File: src/rtl/ifetch_responder_if.sv
// Memory-side bus of the instruction fetch responder: one read request, one response.
// The responder is the master and drives mem_ren/mem_addr.
interface ifetch_responder_if;
  logic        mem_ren;
  logic [31:0] mem_addr;
  logic        mem_busy;
  logic [31:0] mem_rdata;
  logic        mem_rvalid;

  modport master (
    output mem_ren,
    output mem_addr,
    input  mem_busy,
    input  mem_rdata,
    input  mem_rvalid
  );

  modport slave (
    input  mem_ren,
    input  mem_addr,
    output mem_busy,
    output mem_rdata,
    output mem_rvalid
  );
endinterface

File: src/rtl/ifetch_responder.sv
// Fetch responder between the PC and instruction memory: IDLE/REQ/WAIT/RESP FSM.
// Optional one-entry fetch buffer is enabled by defining IFETCH_BUF_EN.
module ifetch_responder #(
  parameter int          TIMEOUT_CYCLES = 255,
  parameter logic [31:0] NOP_INSTR      = 32'h0000_0013
) (
  input  logic                       clk,
  input  logic                       rst,
  input  logic [31:0]                PCaddr,
  input  logic                       cpu_en,
  input  logic                       buf_flush,
  output logic [31:0]                instr,
  output logic                       iready,
  output logic                       fetch_err,
  ifetch_responder_if.master         mem,
  output logic [1:0]                 o_dbg_state
);

  localparam int CW = (TIMEOUT_CYCLES > 1) ? $clog2(TIMEOUT_CYCLES) : 1;
  localparam logic [CW-1:0] CNT_LAST = CW'(TIMEOUT_CYCLES - 1);

  typedef enum logic [1:0] {
    S_IDLE = 2'd0,
    S_REQ  = 2'd1,
    S_WAIT = 2'd2,
    S_RESP = 2'd3
  } state_t;

  state_t        r_state, w_state_nxt;
  logic [31:0]   r_addr, w_addr_nxt;
  logic [CW-1:0] r_cnt, w_cnt_nxt;
  logic [31:0]   r_instr, w_instr_nxt;
  logic          r_err, w_err_nxt;
  logic          w_hit;
  logic [31:0]   w_buf_instr;

`ifdef IFETCH_BUF_EN
  logic        r_buf_vld;
  logic [31:0] r_buf_addr;
  logic [31:0] r_buf_instr;

  // A flush in the same cycle suppresses the hit as well as any fill.
  assign w_hit       = r_buf_vld && !buf_flush && (PCaddr == r_buf_addr);
  assign w_buf_instr = r_buf_instr;

  always_ff @(posedge clk) begin
    if (rst) begin
      r_buf_vld <= 1'b0;
    end else if (buf_flush) begin
      r_buf_vld <= 1'b0;
    end else if (r_state == S_RESP && !r_err) begin
      r_buf_vld   <= 1'b1;
      r_buf_addr  <= r_addr;
      r_buf_instr <= r_instr;
    end
  end
`else
  logic w_unused_flush;
  assign w_unused_flush = buf_flush;
  assign w_hit          = 1'b0;
  assign w_buf_instr    = NOP_INSTR;
`endif

  always_ff @(posedge clk) begin
    if (rst) begin
      r_state <= S_IDLE;
      r_addr  <= 32'd0;
      r_cnt   <= '0;
      r_instr <= 32'd0;
      r_err   <= 1'b0;
    end else begin
      r_state <= w_state_nxt;
      r_addr  <= w_addr_nxt;
      r_cnt   <= w_cnt_nxt;
      r_instr <= w_instr_nxt;
      r_err   <= w_err_nxt;
    end
  end

  always_comb begin
    w_state_nxt = r_state;
    w_addr_nxt  = r_addr;
    w_cnt_nxt   = r_cnt;
    w_instr_nxt = r_instr;
    w_err_nxt   = r_err;
    case (r_state)
      S_IDLE: begin
        if (cpu_en) begin
          w_addr_nxt = PCaddr;
          if (PCaddr[1:0] != 2'b00) begin
            w_instr_nxt = NOP_INSTR;
            w_err_nxt   = 1'b1;
            w_state_nxt = S_RESP;
          end else if (w_hit) begin
            w_instr_nxt = w_buf_instr;
            w_err_nxt   = 1'b0;
            w_state_nxt = S_RESP;
          end else begin
            w_state_nxt = S_REQ;
          end
        end
      end
      S_REQ: begin
        if (!mem.mem_busy) begin
          w_cnt_nxt   = '0;
          w_state_nxt = S_WAIT;
        end
      end
      S_WAIT: begin
        w_cnt_nxt = r_cnt + 1'b1;
        // rvalid takes precedence over the timeout on the same cycle.
        if (mem.mem_rvalid) begin
          w_instr_nxt = mem.mem_rdata;
          w_err_nxt   = 1'b0;
          w_state_nxt = S_RESP;
        end else if (r_cnt == CNT_LAST) begin
          w_instr_nxt = NOP_INSTR;
          w_err_nxt   = 1'b1;
          w_state_nxt = S_RESP;
        end
      end
      S_RESP: begin
        w_state_nxt = S_IDLE;
      end
      default: begin
        w_state_nxt = S_IDLE;
      end
    endcase
  end

  assign instr        = r_instr;
  assign iready       = (r_state == S_RESP);
  assign fetch_err    = (r_state == S_RESP) && r_err;
  assign mem.mem_ren  = (r_state == S_REQ);
  assign mem.mem_addr = r_addr;
  assign o_dbg_state  = r_state;

endmodule

File: src/flat_wrapper.sv
// flat-port wrapper written by rule: the top's interface ports become plain ports
module ifetch_responder_flat 
#(
  parameter int          TIMEOUT_CYCLES = 255,
  parameter logic [31:0] NOP_INSTR      = 32'h0000_0013
)
  (clk, rst, PCaddr, cpu_en, buf_flush, instr, iready, fetch_err, o_dbg_state, mem_mem_ren, mem_mem_addr, mem_mem_busy, mem_mem_rdata, mem_mem_rvalid);
  ifetch_responder_if mem_i ();
  input  logic clk;
  input  logic rst;
  input  logic [31:0] PCaddr;
  input  logic cpu_en;
  input  logic buf_flush;
  output logic [31:0] instr;
  output logic iready;
  output logic fetch_err;
  output logic [1:0] o_dbg_state;
  output wire logic [$bits(mem_i.mem_ren)-1:0] mem_mem_ren;
  output wire logic [$bits(mem_i.mem_addr)-1:0] mem_mem_addr;
  input wire logic [$bits(mem_i.mem_busy)-1:0] mem_mem_busy;
  input wire logic [$bits(mem_i.mem_rdata)-1:0] mem_mem_rdata;
  input wire logic [$bits(mem_i.mem_rvalid)-1:0] mem_mem_rvalid;
  assign mem_mem_ren = mem_i.mem_ren;
  assign mem_mem_addr = mem_i.mem_addr;
  assign mem_i.mem_busy = mem_mem_busy;
  assign mem_i.mem_rdata = mem_mem_rdata;
  assign mem_i.mem_rvalid = mem_mem_rvalid;
  ifetch_responder #(.TIMEOUT_CYCLES(TIMEOUT_CYCLES), .NOP_INSTR(NOP_INSTR)) u_core (.clk(clk), .rst(rst), .PCaddr(PCaddr), .cpu_en(cpu_en), .buf_flush(buf_flush), .instr(instr), .iready(iready), .fetch_err(fetch_err), .mem(mem_i), .o_dbg_state(o_dbg_state));
endmodule
File: config.mk
export PLATFORM = sky130hd
export DESIGN_NAME = ifetch_responder_flat
export DESIGN_NICKNAME = d
export VERILOG_FILES = /design/src/rtl/ifetch_responder_if.sv /design/src/rtl/ifetch_responder.sv /design/src/flat_wrapper.sv
export SDC_FILE = /design/constraint.sdc
export NUM_CORES = 1
export LEC_CHECK = 0
export BUFFER_PORTS_ARGS = -buffer_cell sky130_fd_sc_hd__buf_2
export CAP_MARGIN = 20
export CORE_MARGIN = 2
export CORE_UTILIZATION = 45
export DETAILED_ROUTE_END_ITERATION = 16
export PLACE_DENSITY = 0.77
export SETUP_SLACK_MARGIN = 0.1
export SLEW_MARGIN = 20
export SYNTH_ARGS = -nofsm -noshare
export SYNTH_HDL_FRONTEND = slang
export SYNTH_SLANG_ARGS = --single-unit
File: constraint.sdc
create_clock -name clk -period 1.7 [get_ports clk]
set_input_delay 0 -clock clk [delete_from_list [all_inputs] [get_ports clk]]
set_output_delay 0 -clock clk [all_outputs]
set_load 0.1 [all_outputs]
==> summary.txt <==
Run status: finished clean
Final setup viols: 0
Slew @ Worst Pin: 0.496 ns
Top cell type's share of synthesized area: 0.491
RSZ-0062 raised after global routing: false
Pint: 3.90 mW
Layout area overhead: 58.5%
Top Layer Used: met4
Power, Total: 7.70 mW
Final Max Tran Viols: 0
Worst Hold Launch: rst
RR Endpoint: u_core.instr[28]
Hold Violations, Final: 0
TritonCTS Buffers: 9
Pwr/cell area: 1590 nW/µm²
Area of the multi-input gates: 1520 µm²
Worst hold slack: 0.0842 ns
Post-Syn Area: 3060 µm²
Grt ovf: 0
Placed Area: 3910 µm²
Clock Latency Late Sink: 0.34 ns
Fillcell total: 482
Fmax: 0.658 GHz
Clock slew at reported path FFs: 0.08 ns
Post-Route WL: 9060 µm
Residual DRC count: 0
CP arrival: 1.79 ns
Initial antenna violation count: 0
Net Sw Frac: 0.493
I/O Buffers: 137
Setup tns final: 0 ns
Hpwl dp: 5310 µm
Register area: 1510 µm²
Die Y: 86.4 µm
Synthesized flop and latch total: 75
CTS Root Cell: clkbuf_8
Hold crit path type: in -> reg
Tcrit/Tclk final: 0.893
Starting Density: 0.457
RePlAce Congestion: 0.801
Crit start category: flip-flop
Final instance area: 4840 µm²
Post-Synthesis Cells: 351
Die area: 7470 µm²
H-tree depth: 3
First-pass GRT wire length: 14400 µm
Worst R2R Setup Slack: 0.18 ns
Sequential share of power: 0.283
Crit Path Category: reg -> reg
Worst Setup End Kind: flip-flop
Yosys Warn Count: 0
Share of cells above drive strength 1: 0.330
Die Width: 86.4 µm
Core footprint: 6680 µm²
Fin nets: 631
Row Count: 30
Met1 wire length: 3510 µm
TritonRoute pass-1 iters: 4
N_diodes: 0
Slew HR: 0.666
Post-synthesis cell type count: 27
GRT Util Overall: 0.242
CTS tree: done
ANT nets after route: 0
Min Clock Period, post-route: 1.52 ns
Via/cell ratio: 4.90
Worst hold endpoint: u_core.mem.mem_addr[2]
Max FO, Critical Path: 5
Worst IR Drop VDD: 0.00103 V
Seq/Total Area, Yosys: 0.491
WL per Instance: 14.2 µm
Comb pwr share: 0.557
Cell taking the most area after synthesis: dfxtp_1
Buffer depth of the longest clock path: 2
Crit path required time: 1.97 ns
Clk sinks: 75
1st-iter DRT viols: 114
Net count after synthesis: 427
Wire length on met2: 4660 µm
Hold Path Cell Cnt: 2
Vias in the first global route: 3123
Top Ports: 139
Clock share of power: 0.160
Worst reg2reg path startpoint: u_core.o_dbg_state[0]
Max-cap violations: 0
R2R cell count: 7
Pin count of the biggest net entering global routing: 33
Syn Area/Cell: 8.71 µm²
Leak: 2.26 nW
Synth area leaders: dfxtp_1 49%, nand2_1 12%, mux2i_1 9.5%
NetSw: 3.80 mW
Vias: 3137
Clock Skews: 0.0119 ns
Routed met3 length: 651 µm
==> how the worst max path moves through the flow <==
stage,start,endpoint,slack (ns)
after floorplan,u_core.o_dbg_state[0],u_core.r_cnt[5],0.03
after global routing,u_core.o_dbg_state[0],u_core.instr[16],0.11
after detailed placement,u_core.o_dbg_state[0],u_core.instr[30],0.05
after CTS,u_core.o_dbg_state[0],u_core.instr[30],0.12
final,u_core.o_dbg_state[0],u_core.instr[28],0.18
after global placement,u_core.o_dbg_state[0],u_core.instr[30],0.12
==> critical path: stages, from the launching register on <==
cell      delay (ns)
dfxtp_4         0.37
inv_2           0.11
ha_4            0.17
nand2b_1        0.07
a41o_4          0.29
nand2_8         0.11
buf_4           0.16
mux2i_1         0.19
==> cells in the mapped netlist <==
cell	count
clkbuf_1	10
buf_6	3
nor2_1	11
inv_1	10
a211oi_1	2
o21ai_0	1
a311oi_1	1
a221oi_1	4
buf_1	4
a21boi_2	1
a211oi_2	1
nand2_4	1
ha_1	6
a41o_1	1
and2_1	6
nand3_1	3
a21oi_1	35
o21bai_1	1
mux2i_1	29
buf_2	4
nand4_1	3
nand2_1	100
and4_1	1
nand2b_1	31
xor2_1	6
a41o_2	1
dfxtp_1	75
==> power groups by stage <==
stage	registers (mW)	clock network [mW]	logic [mW]
floorplan	3.81	0	1.52
finish	2.18	1.24	4.29
detailed placement	2.21	0	3.80
CTS	2.17	1.25	3.99
global placement	2.19	0	3.76
global route	2.21	1.33	4.50
==> flip-flops by register name, indices dropped and copies added, names as in the netlist <==
register and flops:
u_core.o_dbg_state 2, u_core.instr 32, u_core.mem.mem_addr 32, u_core.r_err 1, u_core.r_cnt 8
==> final cells by class <==
type | count | share of cell area
Timing Repair Buffer | 213 | 0.309
Clock buffer | 11 | 0.0292
Multi-Input combinational cell | 246 | 0.314
Tap cell | 80 | 0.0207
Sequential cell | 75 | 0.312
Clock inverter | 5 | 0.00775
Inverter | 10 | 0.00775
==> routing by layer <==
metal,global-route usage,vias to the layer above
met3,0.0762,24
met5,0,-
met4,0.0980,0
li1,-,1551
met1,0.266,1438
met2,0.430,124
==> metrics by stage <==
stage | utilization | cells | setup slack [ns]
after global routing | 0.725 | 640 | 0.106
after CTS | 0.711 | 636 | 0.117
after global placement | 0.585 | 554 | 0.121
after detailed placement | 0.585 | 554 | 0.0518
after floorplan | - | 351 | 0.0305
final | 0.725 | 640 | 0.181
==> cells in the final DEF, fill, tap and decap left out, drive strengths merged <==
| cell type | n |
|---|---|
| ha | 6 |
| dfxtp | 75 |
| o21ai | 1 |
| a211oi | 3 |
| and2 | 6 |
| a41o | 2 |
| nand2b | 31 |
| a21oi | 35 |
| buf | 148 |
| mux2i | 29 |
| nor2 | 11 |
| nand3 | 3 |
| a221oi | 4 |
| a21boi | 1 |
| inv | 11 |
| dlygate4sd3 | 64 |
| clkinv | 1 |
| xor2 | 6 |
| a311oi | 1 |
| o21bai | 1 |
| and4 | 1 |
| nand4 | 3 |
| clkinvlp | 3 |
| clkbuf | 12 |
| nand2 | 102 |
==> kinds of logic after synthesis <==
logic type      after synthesis  synth area share
mux                          29            0.0950
fa+ha+maj                     6            0.0246
simple gates                156             0.230
buf+inv                      31            0.0471
xor+xnor                      6            0.0172
flops                        75             0.491
compound gates               48            0.0954
==> repair_timing <==
action                     4_1_cts  5_1_grt
cloned                           0        2
setup buffers                    2        2
gates resized for setup          1        7
hold endpoints to repair        64        0
setup endpoints to repair       20       36
hold buffers                    64        0
pin swaps                        1        1
(Power assumes the default switching activity.)
